===== src/rtl/fetch_stage_if.sv =====
// fetch_stage_if: instruction memory, decode-side handshake and redirect signals of the fetch stage
interface fetch_stage_if;
    logic [31:0] imem_addr;
    logic [31:0] imem_rdata;
    logic        stall;
    logic        redirect_valid;
    logic [31:0] redirect_pc;
    logic [31:0] if_id_pc;
    logic [31:0] if_id_instr;
    logic        if_id_valid;
    logic        misalign;
    modport master (
        output imem_addr, if_id_pc, if_id_instr, if_id_valid, misalign,
        input  imem_rdata, stall, redirect_valid, redirect_pc
    );
    modport slave (
        input  imem_addr, if_id_pc, if_id_instr, if_id_valid, misalign,
        output imem_rdata, stall, redirect_valid, redirect_pc
    );
endinterface


===== src/rtl/fetch_stage.sv =====
// fetch_stage: PC, synchronous-read imem request tracking and IF/ID pipeline register
module fetch_stage #(
    parameter logic [31:0] RESET_PC  = 32'h0000_0000,
    parameter logic [31:0] NOP_INSTR = 32'h0000_0013
) (
    input logic           clk,
    input logic           rst,
    fetch_stage_if.master bus
);
    logic [31:0] pc;
    logic [31:0] req_pc;
    logic        req_valid;
    logic [31:0] target;
    always_comb target = {bus.redirect_pc[31:2], 2'b00};
    // on stall the in-flight address is re-issued so imem_rdata still matches req_pc next cycle
    always_comb bus.imem_addr = rst ? pc : bus.redirect_valid ? target : bus.stall ? req_pc : pc;
    always_ff @(posedge clk) begin
        if (rst) begin
            pc              <= RESET_PC;
            req_pc          <= RESET_PC;
            req_valid       <= 1'b0;
            bus.if_id_pc    <= 32'h0;
            bus.if_id_instr <= NOP_INSTR;
            bus.if_id_valid <= 1'b0;
            bus.misalign    <= 1'b0;
        end else begin
            bus.misalign <= bus.redirect_valid & |bus.redirect_pc[1:0];
            if (bus.redirect_valid) begin
                bus.if_id_valid <= 1'b0;
                bus.if_id_instr <= NOP_INSTR;
                req_pc          <= target;
                req_valid       <= 1'b1;
                pc              <= target + 32'd4;
            end else if (!bus.stall) begin
                bus.if_id_instr <= req_valid ? bus.imem_rdata : NOP_INSTR;
                bus.if_id_pc    <= req_pc;
                bus.if_id_valid <= req_valid;
                req_pc          <= pc;
                req_valid       <= 1'b1;
                pc              <= pc + 32'd4;
            end
        end
    end
endmodule

===== src/flat_wrapper.sv =====
// flat-port wrapper written by rule: the top's interface ports become plain ports
module fetch_stage_flat 
#(
    parameter logic [31:0] RESET_PC  = 32'h0000_0000,
    parameter logic [31:0] NOP_INSTR = 32'h0000_0013
)
  (clk, rst, bus_imem_addr, bus_if_id_pc, bus_if_id_instr, bus_if_id_valid, bus_misalign, bus_imem_rdata, bus_stall, bus_redirect_valid, bus_redirect_pc);
  fetch_stage_if bus_i ();
  input logic clk;
  input logic rst;
  output wire logic [$bits(bus_i.imem_addr)-1:0] bus_imem_addr;
  output wire logic [$bits(bus_i.if_id_pc)-1:0] bus_if_id_pc;
  output wire logic [$bits(bus_i.if_id_instr)-1:0] bus_if_id_instr;
  output wire logic [$bits(bus_i.if_id_valid)-1:0] bus_if_id_valid;
  output wire logic [$bits(bus_i.misalign)-1:0] bus_misalign;
  input wire logic [$bits(bus_i.imem_rdata)-1:0] bus_imem_rdata;
  input wire logic [$bits(bus_i.stall)-1:0] bus_stall;
  input wire logic [$bits(bus_i.redirect_valid)-1:0] bus_redirect_valid;
  input wire logic [$bits(bus_i.redirect_pc)-1:0] bus_redirect_pc;
  assign bus_imem_addr = bus_i.imem_addr;
  assign bus_if_id_pc = bus_i.if_id_pc;
  assign bus_if_id_instr = bus_i.if_id_instr;
  assign bus_if_id_valid = bus_i.if_id_valid;
  assign bus_misalign = bus_i.misalign;
  assign bus_i.imem_rdata = bus_imem_rdata;
  assign bus_i.stall = bus_stall;
  assign bus_i.redirect_valid = bus_redirect_valid;
  assign bus_i.redirect_pc = bus_redirect_pc;
  fetch_stage #(.RESET_PC(RESET_PC), .NOP_INSTR(NOP_INSTR)) u_core (.clk(clk), .rst(rst), .bus(bus_i));
endmodule

===== config.mk =====
export PLATFORM = sky130hd
export DESIGN_NAME = fetch_stage_flat
export DESIGN_NICKNAME = d
export VERILOG_FILES = /design/src/rtl/fetch_stage_if.sv /design/src/rtl/fetch_stage.sv /design/src/flat_wrapper.sv
export SDC_FILE = /design/constraint.sdc
export NUM_CORES = 1
export LEC_CHECK = 0
export BUFFER_PORTS_ARGS = -buffer_cell sky130_fd_sc_hd__buf_2
export CELL_PAD_IN_SITES_DETAIL_PLACEMENT = 1
export CELL_PAD_IN_SITES_GLOBAL_PLACEMENT = 1
export CORE_UTILIZATION = 42
export CTS_CLUSTER_DIAMETER = 200
export CTS_CLUSTER_SIZE = 16
export DETAILED_ROUTE_END_ITERATION = 8
export GPL_TIMING_DRIVEN = 0
export PLACE_DENSITY_LB_ADDON = 0.1
export SYNTH_ARGS = -nofsm -noshare
export SYNTH_HDL_FRONTEND = slang
export SYNTH_SLANG_ARGS = --single-unit

===== constraint.sdc =====
create_clock -name clk -period 4.7 [get_ports clk]
set_input_delay 0.94 -clock clk [delete_from_list [all_inputs] [get_ports clk]]
set_output_delay 0.94 -clock clk [all_outputs]
set_load 0.02 [all_outputs]

==> impl_metrics.env <==
export IMPL_status="complete, no violations"
export IMPL_postRouteWirelength_um=25200
export IMPL_power_frac_seq_pct=37.0
export IMPL_cts_setup_buffers=0
export IMPL_arrival_ns=3.64
export IMPL_grtUsageTotal_pct=31.7
export IMPL_synth_top_area_cell="dfxtp_1"
export IMPL_rows=45
export IMPL_r2r_end="u_core.pc[22]$_SDFFE_PP0P_"
export IMPL_ant_nets=0
export IMPL_power_density_nw_per_um2=391
export IMPL_critPathMaxFanout=11
export IMPL_n_antenna_cell=0
export IMPL_grt_pass1_vias=7067
export IMPL_max_freq_ghz=0.218
export IMPL_tightest_slew_ns=0.881
export IMPL_p_switching_uw=872
export IMPL_cts_tree="yes"
export IMPL_finalClockSkew_ns=0.00747
export IMPL_synth_cell_types=51
export IMPL_grt_pass1_wl_um=38700
export IMPL_synth_area_top_cells="dfxtp_1 (39%), nand2_1 (9.2%), a22oi_1 (6.8%)"
export IMPL_syn_nets=878
export IMPL_clkLatencyLatePin_ns=0.43
export IMPL_p_int_uw=2370
export IMPL_final_min_clock_period_ns=4.58
export IMPL_ys_seq_elements=129
export IMPL_fin_crit_sh_pct=97.4
export IMPL_synth_edf_count=0
export IMPL_synth_ff_type="dfxtp_1"
export IMPL_rrSetupSlack_ns=2.08
export IMPL_finalPower_uw=3240
export IMPL_ys_seq_area_share_pct=39.5
export IMPL_end_kind="output pin"
export IMPL_finalNetCount=1060
export IMPL_met3WireLength_um=1660
export IMPL_async_reset_ff_share_pct=0
export IMPL_final_common_cell="buf_2"
export IMPL_core_area_um2=15200
export IMPL_wl_per_cell_um=21.2
export IMPL_drtPass1Iterations=5
export IMPL_tns_ns=0
export IMPL_drc=0
export IMPL_netlist_area_um2=6540
export IMPL_routed_top_layer="met5"
export IMPL_critPathLaunchType="primary input"
export IMPL_required_ns=3.76
export IMPL_cts_sinks=129
export IMPL_h_tree_depth=4
export IMPL_antenna_found_initial=0
export IMPL_cap_viol_max_count=0
export IMPL_wl_met1_um=10800
export IMPL_numCtsBuffers=17
export IMPL_holdPathStages=2
export IMPL_layout_common_cells="buf_2 (168), nand2_1 (161), dfxtp_1 (129)"
export IMPL_area_growth_pct=26.8
export IMPL_drv_slew=0
export IMPL_reg2regPathDepth=8
export IMPL_root_buffer="clkbuf_16"
export IMPL_ios=166
export IMPL_die_w_um=127
export IMPL_die_area_um2=16100
export IMPL_finalSetupViolCount=0
export IMPL_syn_avg_cell_area_um2=8.08
export IMPL_pwr_share_comb_pct=13.9
export IMPL_hold_violations=0
export IMPL_gp_congestion=0.905
export IMPL_portBuffers=164
export IMPL_holdCritPathClass="reg -> reg"
export IMPL_cts_resized=0
export IMPL_p_sw_share_pct=26.9
export IMPL_rsz0062_at_grt="false"
export IMPL_initialDrtViolationCount=509
export IMPL_path_clk_slew_ns=0.06
export IMPL_drive_gt1_share_pct=21.3
export IMPL_initial_core_util_pct=43.0
export IMPL_routed_via_density=5.93
export IMPL_grt_max_degree=17
export IMPL_synth_top_area_share_pct=39.5
export IMPL_grt_overflow=0
export IMPL_r2r_start="u_core.pc[2]$_SDFFE_PP0P_"
export IMPL_ir_worst_vdd_v=0.000256
export IMPL_die_h_um=127
export IMPL_cts_hold_buf=0
export IMPL_dp_hpwl_um=17900
export IMPL_wl_met2_um=11800
export IMPL_slew_headroom_pct=41.3
export IMPL_crit_start="bus_redirect_valid"
export IMPL_ys_warnings_count=0
export IMPL_pwr_share_clk_pct=49.0
export IMPL_p_leak_uw=0.00362
export IMPL_endpoint="bus_imem_addr[22]"
export IMPL_num_vias=7071
export IMPL_synth_cells=809
export IMPL_cts_buffer_depth=2
export IMPL_worstSetupPathType="in -> out"
## cells by family (layout without fill, tap and decap cells)
logic type      after synthesis  in the layout  share of synthesized area [%]
simple gates                306            306                           21.1
compound gates              220            220                           23.2
flops                       129            129                           39.5
buf+inv                      74            269                           4.50
mux                          40             40                           6.24
xor+xnor                     39             39                           5.22
fa+ha+maj                     1              1                          0.191
## state kept, by name, summed over array words and instances (netlist names)
signal	count
u_core.pc	30
u_core.bus.if_id_valid	1
u_core.bus.if_id_pc	32
u_core.req_pc	32
u_core.bus.if_id_instr	32
u_core.bus.misalign	1
u_core.req_valid	1
## worst max-delay path: stages
cell and delay (ns):
buf_2 0.14, buf_6 0.18, buf_4 0.22, clkinv_1 0.24, nand2_1 0.40, nand2_1 0.52
clkbuf_1 0.46, nand2_1 0.18, o21ai_0 0.14, buf_2 0.21
## stage by stage
stage	util (%)	std cells	setup WS [ns]	area (um^2)	hold WS, ns
after global placement	50.0	1161	0.203	7600	0.443
after floorplan	-	809	1.13	6540	0.436
after CTS	54.6	1193	0.0145	8300	0.455
after global routing	54.5	1192	0.128	8290	0.467
final	54.5	1192	0.123	8290	0.452
after detailed placement	50.0	1161	0.0961	7600	0.446
## cell usage after synthesis, types with 17 or more instances
cell / n
a211oi_1: 17
a21oi_1: 49
a22oi_1: 59
clkbuf_1: 48
dfxtp_1: 129
mux2i_1: 34
nand2_1: 161
nand3_1: 21
nor2_1: 63
o211a_1: 27
o21ai_0: 31
xnor2_1: 26
## layout make-up
type / count / area, um^2
flip-flops and latches: 129 / 2580
fillers: 1920 / 6910
well taps: 188 / 235
multi-input cells: 606 / 3660
clock inverters: 13 / 256
repair buffers: 164 / 821
clock buffers: 19 / 443
plain buffers: 61 / 245
inverters: 12 / 45.0
## power by group through the flow
stage | combinational, uW | sequential (uW) | clock [uW]
finish | 451 | 1200 | 1590
global route | 485 | 1200 | 1650
CTS | 449 | 1200 | 1600
detailed placement | 442 | 1220 | 0
global placement | 435 | 1220 | 0
floorplan | 257 | 1220 | 0
## worst min-delay path by stage
stage | from | to | slack [ns]
after detailed placement | u_core.bus.if_id_pc[5]$_SDFFE_PP0P_ | u_core.bus.if_id_pc[5]$_SDFFE_PP0P_ | 0.45
after global placement | u_core.bus.if_id_pc[28]$_SDFFE_PP0P_ | u_core.bus.if_id_pc[28]$_SDFFE_PP0P_ | 0.44
after global routing | u_core.bus.if_id_pc[5]$_SDFFE_PP0P_ | u_core.bus.if_id_pc[5]$_SDFFE_PP0P_ | 0.47
after CTS | u_core.bus.if_id_pc[4]$_SDFFE_PP0P_ | u_core.bus.if_id_pc[4]$_SDFFE_PP0P_ | 0.45
after floorplan | u_core.req_pc[0]$_SDFF_PP0_ | u_core.bus.if_id_pc[0]$_SDFFE_PP0P_ | 0.44
final | u_core.bus.if_id_pc[5]$_SDFFE_PP0P_ | u_core.bus.if_id_pc[5]$_SDFFE_PP0P_ | 0.45
## per-layer routing
metal  vias up  GRT usage [%]
met5         -           1.24
met3        70           5.23
met1      3407           39.2
met2       332           53.2
li1       3260              -
met4         2           16.4
No activity file was read; power rests on OpenSTA's default activity.
